`config.mk`:
```
export PLATFORM = sky130hd
export DESIGN_NAME = alu_control_mdu
export DESIGN_NICKNAME = d
export VERILOG_FILES = /design/src/rtl/alu_control_mdu.sv
export SDC_FILE = /design/constraint.sdc
export NUM_CORES = 1
export LEC_CHECK = 0
export ABC_AREA = 0
export CAP_MARGIN = 20
export CORE_ASPECT_RATIO = 0.7
export CORE_MARGIN = 1.5
export CORE_UTILIZATION = 50
export DETAILED_ROUTE_END_ITERATION = 8
export HOLD_SLACK_MARGIN = 0.1
export PLACE_DENSITY = 0.77
export SETUP_SLACK_MARGIN = 0.05
export SKIP_CTS_REPAIR_TIMING = 1
export SLEW_MARGIN = 20
export SYNTH_ARGS = -nofsm -noshare
export SYNTH_HDL_FRONTEND = slang
export SYNTH_SLANG_ARGS = --single-unit
```
`constraint.sdc`:
```
create_clock -name clk -period 7.7 [get_ports clk]
set_input_delay 1.155 -clock clk [delete_from_list [all_inputs] [get_ports clk]]
set_output_delay 1.155 -clock clk [all_outputs]
set_load 0.01 [all_outputs]
```
`src/rtl/alu_control_mdu.sv`:
```
// ALU control decode plus an iterative multiply/divide unit with HI/LO result registers.
// Define ALU_CONTROL_MDU_DIV_EN to build the restoring divider (div/divu); otherwise only mult/multu.
module alu_control_mdu #(
  parameter int DATA_W = 32,
  parameter int CTRL_W = 4
) (
  input  logic              clk,
  input  logic              rst_n,
  input  logic [1:0]        alu_op,
  input  logic [5:0]        funct,
  input  logic              issue,
  input  logic [DATA_W-1:0] rs_val,
  input  logic [DATA_W-1:0] rt_val,
  output logic [CTRL_W-1:0] alu_control,
  output logic              illegal,
  output logic              stall,
  output logic              busy,
  output logic              done,
  output logic [DATA_W-1:0] hi,
  output logic [DATA_W-1:0] lo
);
  localparam int W  = DATA_W;
  localparam int CW = $clog2(DATA_W);

  typedef enum logic [1:0] {IDLE, RUN, DONE} state_t;

  state_t          state_q, state_d;
  logic [CW-1:0]   cnt_q, cnt_d;
  logic [2*W-1:0]  w_q, w_d;
  logic [W-1:0]    mb_q, mb_d;
  logic            neg_q, neg_d;
  logic            busy_q, busy_d, done_q, done_d;
  logic [W-1:0]    hi_q, hi_d, lo_q, lo_d;

  logic [3:0]      ctrl4;
  logic            is_mul, is_div, is_mf, sgn, accept;
  logic [W-1:0]    mag_rs, mag_rt, fin_hi, fin_lo;
  logic [W:0]      msum;
  logic [2*W-1:0]  mstep, mprod, step;

  always_comb begin
    ctrl4   = 4'b0000;
    illegal = 1'b0;
    is_mul  = 1'b0;
    is_div  = 1'b0;
    is_mf   = 1'b0;
    sgn     = 1'b0;
    case (alu_op)
      2'b00: ctrl4 = 4'b0010;
      2'b01: ctrl4 = 4'b0111;
      2'b10: begin
        case (funct)
          6'b100000: ctrl4 = 4'b0010;
          6'b100010: ctrl4 = 4'b0110;
          6'b100100: ctrl4 = 4'b0000;
          6'b100101: ctrl4 = 4'b0001;
          6'b100110: ctrl4 = 4'b0011;
          6'b101010: ctrl4 = 4'b0111;
          6'b011000: begin is_mul = 1'b1; sgn = 1'b1; end
          6'b011001: is_mul = 1'b1;
`ifdef ALU_CONTROL_MDU_DIV_EN
          6'b011010: begin is_div = 1'b1; sgn = 1'b1; end
          6'b011011: is_div = 1'b1;
`endif
          6'b010000, 6'b010010: is_mf = 1'b1;
          default: illegal = 1'b1;
        endcase
      end
      2'b11: begin
        case (funct)
          6'b100100: ctrl4 = 4'b0000;
          6'b100101: ctrl4 = 4'b0001;
          6'b100110: ctrl4 = 4'b0011;
          default:   illegal = 1'b1;
        endcase
      end
    endcase
  end

  assign alu_control = CTRL_W'(ctrl4);
  assign stall  = issue && (state_q == RUN) && (is_mul || is_div || is_mf);
  assign accept = issue && (state_q != RUN) && (is_mul || is_div);
  assign mag_rs = (sgn && rs_val[W-1]) ? -rs_val : rs_val;
  assign mag_rt = (sgn && rt_val[W-1]) ? -rt_val : rt_val;

  // Shift-add: upper half accumulates, lower half shifts the multiplier out LSB first.
  always_comb begin
    msum  = {1'b0, w_q[2*W-1:W]} + ({1'b0, mb_q} & {(W+1){w_q[0]}});
    mstep = {msum, w_q[W-1:1]};
    mprod = neg_q ? -mstep : mstep;
  end

`ifdef ALU_CONTROL_MDU_DIV_EN
  logic         div_q, div_d, rneg_q, rneg_d;
  logic [W-1:0] a_q, a_d, dq, dr;
  logic [W:0]   rp, diff;
  logic [2*W-1:0] dstep;

  // Restoring step: remainder in the upper half, dividend shifts out / quotient shifts in below.
  always_comb begin
    rp     = {w_q[2*W-1:W], w_q[W-1]};
    diff   = rp - {1'b0, mb_q};
    dstep  = {diff[W] ? rp[W-1:0] : diff[W-1:0], w_q[W-2:0], ~diff[W]};
    dq     = dstep[W-1:0];
    dr     = dstep[2*W-1:W];
    step   = div_q ? dstep : mstep;
    if (!div_q) begin
      fin_hi = mprod[2*W-1:W];
      fin_lo = mprod[W-1:0];
    end else if (mb_q == '0) begin
      fin_hi = a_q;
      fin_lo = '1;
    end else begin
      fin_hi = rneg_q ? -dr : dr;
      fin_lo = neg_q  ? -dq : dq;
    end
  end
`else
  always_comb begin
    step   = mstep;
    fin_hi = mprod[2*W-1:W];
    fin_lo = mprod[W-1:0];
  end
`endif

  always_comb begin
    state_d = state_q;
    cnt_d   = cnt_q;
    w_d     = w_q;
    mb_d    = mb_q;
    neg_d   = neg_q;
    busy_d  = busy_q;
    done_d  = 1'b0;
    hi_d    = hi_q;
    lo_d    = lo_q;
`ifdef ALU_CONTROL_MDU_DIV_EN
    div_d   = div_q;
    rneg_d  = rneg_q;
    a_d     = a_q;
`endif
    case (state_q)
      RUN: begin
        w_d = step;
        if (cnt_q == CW'(W-1)) begin
          state_d = DONE;
          busy_d  = 1'b0;
          done_d  = 1'b1;
          hi_d    = fin_hi;
          lo_d    = fin_lo;
        end else begin
          cnt_d = cnt_q + CW'(1);
        end
      end
      default: begin
        state_d = IDLE;
        if (accept) begin
          state_d = RUN;
          busy_d  = 1'b1;
          cnt_d   = '0;
          neg_d   = sgn && (rs_val[W-1] ^ rt_val[W-1]);
          w_d     = {{W{1'b0}}, is_div ? mag_rs : mag_rt};
          mb_d    = is_div ? mag_rt : mag_rs;
`ifdef ALU_CONTROL_MDU_DIV_EN
          div_d   = is_div;
          rneg_d  = sgn && rs_val[W-1];
          a_d     = rs_val;
`endif
        end
      end
    endcase
  end

  always_ff @(posedge clk or negedge rst_n) begin
    if (!rst_n) begin
      state_q <= IDLE;
      cnt_q   <= '0;
      w_q     <= '0;
      mb_q    <= '0;
      neg_q   <= 1'b0;
      busy_q  <= 1'b0;
      done_q  <= 1'b0;
      hi_q    <= '0;
      lo_q    <= '0;
`ifdef ALU_CONTROL_MDU_DIV_EN
      div_q   <= 1'b0;
      rneg_q  <= 1'b0;
      a_q     <= '0;
`endif
    end else begin
      state_q <= state_d;
      cnt_q   <= cnt_d;
      w_q     <= w_d;
      mb_q    <= mb_d;
      neg_q   <= neg_d;
      busy_q  <= busy_d;
      done_q  <= done_d;
      hi_q    <= hi_d;
      lo_q    <= lo_d;
`ifdef ALU_CONTROL_MDU_DIV_EN
      div_q   <= div_d;
      rneg_q  <= rneg_d;
      a_q     <= a_d;
`endif
    end
  end

  assign busy = busy_q;
  assign done = done_q;
  assign hi   = hi_q;
  assign lo   = lo_q;
endmodule

```
== Word-level counts from Yosys, hierarchy flattened ==
Index checks and enable logic that the tools add are counted.

* Register bits: 170
* Input bits: 75

* Muxes and demuxes: 28
* Reduce and logical (&&, ||, !) cells: 18
* Bitwise logic cells: 3
* Eq/ne operators: 18
* $add $sub $neg: 5

{| class="wikitable"
|+ Operators by type and width
! kind !! count
|-
| $mux W64 || 3
|-
| $mux W32 || 2
|-
| $neg A32 Y32 || 2
|-
| $neg A64 Y64 || 1
|-
| $eq A6 B6 Y1 const B || 6
|-
| $add A32 B33 Y33 || 1
|-
| $and A32 B33 Y33 || 1
|-
| $eq A6 B5 Y1 const B || 4
|-
| $pmux W4 S4 || 1
|-
| $mux W5 || 3
|-
| $pmux W3 S5 || 1
|-
| $mux W1 || 14
|-
| $reduce_or A10 Y1 || 1
|-
| $reduce_and A2 Y1 || 4
|-
| $logic_and A1 B1 Y1 || 7
|-
| $add A5 B1 Y5 const B || 1
|-
| $eq A5 B5 Y1 const B || 1
|-
| $eq A2 B1 Y1 const B || 2
|-
| $eq A2 B2 Y1 const B || 2
|-
| $mux W2 || 2
|-
| $ne A2 B1 Y1 const B || 2
|-
| $pmux W2 S2 || 1
|-
| $reduce_or A2 Y1 || 2
|-
| $reduce_or A3 Y1 || 1
|-
| 7 further kinds || 7
|}

== Depth between registers and ports, before layout ==
* Depth in word-level cells: 7
* Gate-level depth with buffers: 15
* Gate-level depth less buffers: 13

== Worst setup path after synthesis ==
No wires, ideal clock.

* Path type: register -> register
* Start point: register w_q[0]
* End point: register hi_q[31], in the netlist hi[31]
* Data arrival time: 3642 ps
* Setup time: 133 ps
* Setup slack: 3924 ps
* Period minus slack after synthesis: 3776 ps
* Path buffers: 2
* Stages on the path, launching flop included: 16
* Path through: dfrtp_1 clkbuf_1 and2_1 ha_1 fa_1 a21o_1 a221o_1 a22o_1 or4_1 nand4_1 and3_1 buf_2 nand2_1 or4_1 mux2i_1 o31ai_1

* Longest elaborated chain between the ends: 4

{| class="wikitable"
|+ RTL lines
! item !! line !! text
|-
| start: declaration || 29 || <nowiki>logic [2*W-1:0] w_q, w_d;</nowiki>
|-
| start signal: assignment || 192 || <nowiki>w_q <= w_d;</nowiki>
|-
| $and A32 B33 Y33 (*) || 88 || <nowiki>msum = {1'b0, w_q[2*W-1:W]} + ({1'b0, mb_q} & {(W+1){w_q[0]}});</nowiki>
|-
| $add A32 B33 Y33 (*) || 88 ||
|-
| $neg A64 Y64 || 90 || <nowiki>mprod = neg_q ? -mstep : mstep;</nowiki>
|-
| $mux W64 (*) || 90 ||
|-
| end signal: assignment || 197 || <nowiki>hi_q <= hi_d;</nowiki>
|-
| end: declaration || 33 || <nowiki>logic [W-1:0] hi_q, hi_d, lo_q, lo_d;</nowiki>
|}

Every way passes the cells marked *; elsewhere a longest branch is shown, timed or not.
A chain may end at the register's enable or synchronous reset.

== Worst setup path in the final report ==
* Start point: register w_q[0]
* End point: register hi_q[30], in the netlist hi[30]

The elaborated chain is that of the path after synthesis.

==> impl_metrics.yaml <==
detailed_routing:
  drt_pre_antenna_iters: 6
  vias_per_cell: 5.980
  drc: 0
  vias: 11020
  top_layer: "met5"
  dr_wl_met2_um: 13700
  wl_per_cell_um: 18.63
  route.met3.wl_um: 3321
  postRouteAntennaNets: 0
  wirelength_um: 34340
  first_iter_violations: 1118
  m1WireLength_um: 17070
worst_setup_path:
  worstPathRequired_ps: 8020
  crit_path_max_fanout: 33
  path_class: "flop to flop"
  critPathLaunchType: "flop"
  max_stage_delay_ps: 750
  worst-r2r-setup-slack_ps: 3010
  cp_common_cell: "nand3_1"
  path_cells: "and2_1, ha_1, nand4_1, nor2_1, nand3_1, a2111oi_0, nor3_1, xnor2_1, o2111ai_1, nor4_2, mux2i_1, nand3_1"
  critPathSlowestCell: "a2111oi_0"
  endpoint_kind: "flop"
  worstPathArrival_ps: 5010
die:
  num_rows: 46
  start_util: 0.5121
  die_h_um: 130.8
  die_w_um: 185.6
  coreArea_um2: 22790
  pin_count: 147
  fp.dieArea_um2: 24290
place:
  gp_congestion: 0.9432
  io_buffers: 145
  hpwlAfterDp_um: 25780
timing:
  max_slew.worst_pin.slew_ps: 997.4
  tns_ps: 0
  finalCriticalPeriod_ps: 4690
  rsz0062_at_grt: "no"
  maxSlewHeadroom: 0.3350
  hold_viol: 0
  finalMaxSlewViolations: 0
  setup_viol: 0
  hold_ws_ps: 476.1
  period_share: 0.6091
  fmax_mhz: 213.2
  skew_ps: 15.98
grt:
  grt_max_degree: 106
  antenna_found_initial: 1
  grt-ovfl-total: 0
  grt_pass1_wl_um: 54210
  track_usage: 0.2896
  grt_pass1_vias: 9858
cells_and_area:
  fillers: 2018
  multi_input_area_um2: 7054
  area_growth_pct: 19.14
  diodes: 0
  regArea_um2: 4255
  drive_gt1_frac: 0.05487
  nets: 1631
logic_synthesis:
  synth_flop_cell: "dfrtp_1"
  synth_seq_cells: 170
  async_reset_ff_frac: 1.000
  yosys.area.top_type: "dfrtp_1"
  yosysTopAreaCellShare: 0.3645
  ys_top_cells_by_count: "244 x nand2_1, 185 x o21ai_0, 170 x dfrtp_1, 81 x a21oi_1, 80 x xor2_1"
  yosysUniqueCellTypes: 80
  ys_seq_area_frac: 0.3645
  synth_area_um2: 11670
  synth_nets: 1541
  synthCells: 1428
  syn_avg_cell_area_um2: 8.174
  synth_most_common_cell: "nand2_1"
  ys_warn_count: 0
  synth_edf_count: 0
  synth_area_leaders: "dfrtp_1 36%, o21ai_0 7.9%, nand2_1 7.8%"
cts:
  htree_num_levels: 4
  clk_pin_slew_ps: 70
  insertion_delay_ps: 440
  root_buffer: "clkbuf_16"
  cts_sinks: 170
  clock_path_buffers: 2
  cts-buffers-inserted: 17
  cts_tree: "yes"
pwr:
  p_per_area_nw_per_um2: 324.0
  switching_share: 0.4420
  internal_power_mw: 2.514
  p_comb_frac: 0.465
  p_leak_nw: 5.632
  seqPwrFrac: 0.343
  clock_power_share: 0.193
  p_switching_mw: 1.992
  ir_drop_uv: 191.6
  total_power_mw: 4.506
hold_path:
  holdCritPathClass: "flop to flop"
run_status:
  outcome: "finished, final reports clean"
run:
  maxCapViolations: 0
logic make-up (layout without fill, tap and decap cells):
family                     count (synthesis)  after routing  synth area share
and+or+nand+nor                          553            553            0.2334
adders and majority gates                 38             38           0.04138
buffers and inverters                    103            206           0.03376
DFF                                      170            170            0.3645
muxes                                      9              9          0.007932
xor gates and xnor gates                 136            136            0.1040
other                                      1              1         0.0003213
AOI/OAI and AO/OA                        418            418            0.2148
placed cells by master, fill, tap and decap left out, types with 37 or more instances in the layout:
master,count
nand2_1,242
and2_1,39
nor2_1,78
clkdlybuf4s50_1,144
xor2_1,80
ha_1,37
xnor2_1,53
nand3_1,47
a21oi_1,81
dfrtp_1,169
o21ai_0,185
power groups by stage:
stage          clock network, mW  logic [mW]  registers (mW)
2_1_floorplan                  0        1.30            1.48
3_3_place_gp                   0        2.03            1.53
3_5_place_dp                   0        2.05            1.54
4_1_cts                    0.881        2.06            1.53
5_1_grt                    0.922        2.30            1.58
6_report                   0.869        2.09            1.54
sequential cells by signal, summed over array words and instances (netlist names), 2 cells and up:
signal,flops
w_q,64
hi,32
lo,32
mb_q,32
cnt_q,5
state_q,2
routing by layer:
metal	up-vias	track usage
li1	5272	-
met4	2	0.04886
met3	24	0.07206
met1	5258	0.4523
met5	-	0
met2	465	0.4036
worst max-delay path, delay by kind of cell, from the launching register on:
kind / cells / cell delay [ps]
AOI/OAI and AO/OA: 2 / 1070
xor gates and xnor gates: 1 / 600
adders and majority gates: 1 / 490
DFF: 1 / 720
muxes: 1 / 230
and+or+nand+nor: 7 / 1460
layout make-up:
cell class	instances	share of cell area
Inverter	20	0.005398
Clock inverter	15	0.01197
Multi-Input combinational cell	1155	0.5072
Timing Repair Buffer	154	0.1108
Sequential cell	170	0.3060
Clock buffer	17	0.03059
Tap cell	312	0.02807
worst paths after layout:
| path | start | cells past startpoint | endpoint |
|---|---|---|---|
| setup / recovery | w_q[0]$_DFFE_PN0P_ | 12 | hi[30]$_DFFE_PN0P_ |
| hold / removal | hi[6]$_DFFE_PN0P_ | 2 | hi[6]$_DFFE_PN0P_ |
| setup reg to reg | w_q[0]$_DFFE_PN0P_ | 12 | hi[30]$_DFFE_PN0P_ |
| hold reg to reg | hi[6]$_DFFE_PN0P_ | 2 | hi[6]$_DFFE_PN0P_ |
| max in group asynchronous | rst_n | 2 | lo[22]$_DFFE_PN0P_ |
| min in group asynchronous | rst_n | 1 | hi[22]$_DFFE_PN0P_ |
through the flow:
step             util  cell area, um^2  instances  setup slack, ps
2_1_floorplan       -            11670       1428             3924
3_3_place_gp   0.5828            13280       1810             3193
3_5_place_dp   0.5828            13280       1810             3211
4_1_cts        0.6088            13870       1842             3140
5_1_grt        0.6102            13910       1843             2737
6_report       0.6102            13910       1843             3010
Note: power is estimated with default switching activity, not from simulation.
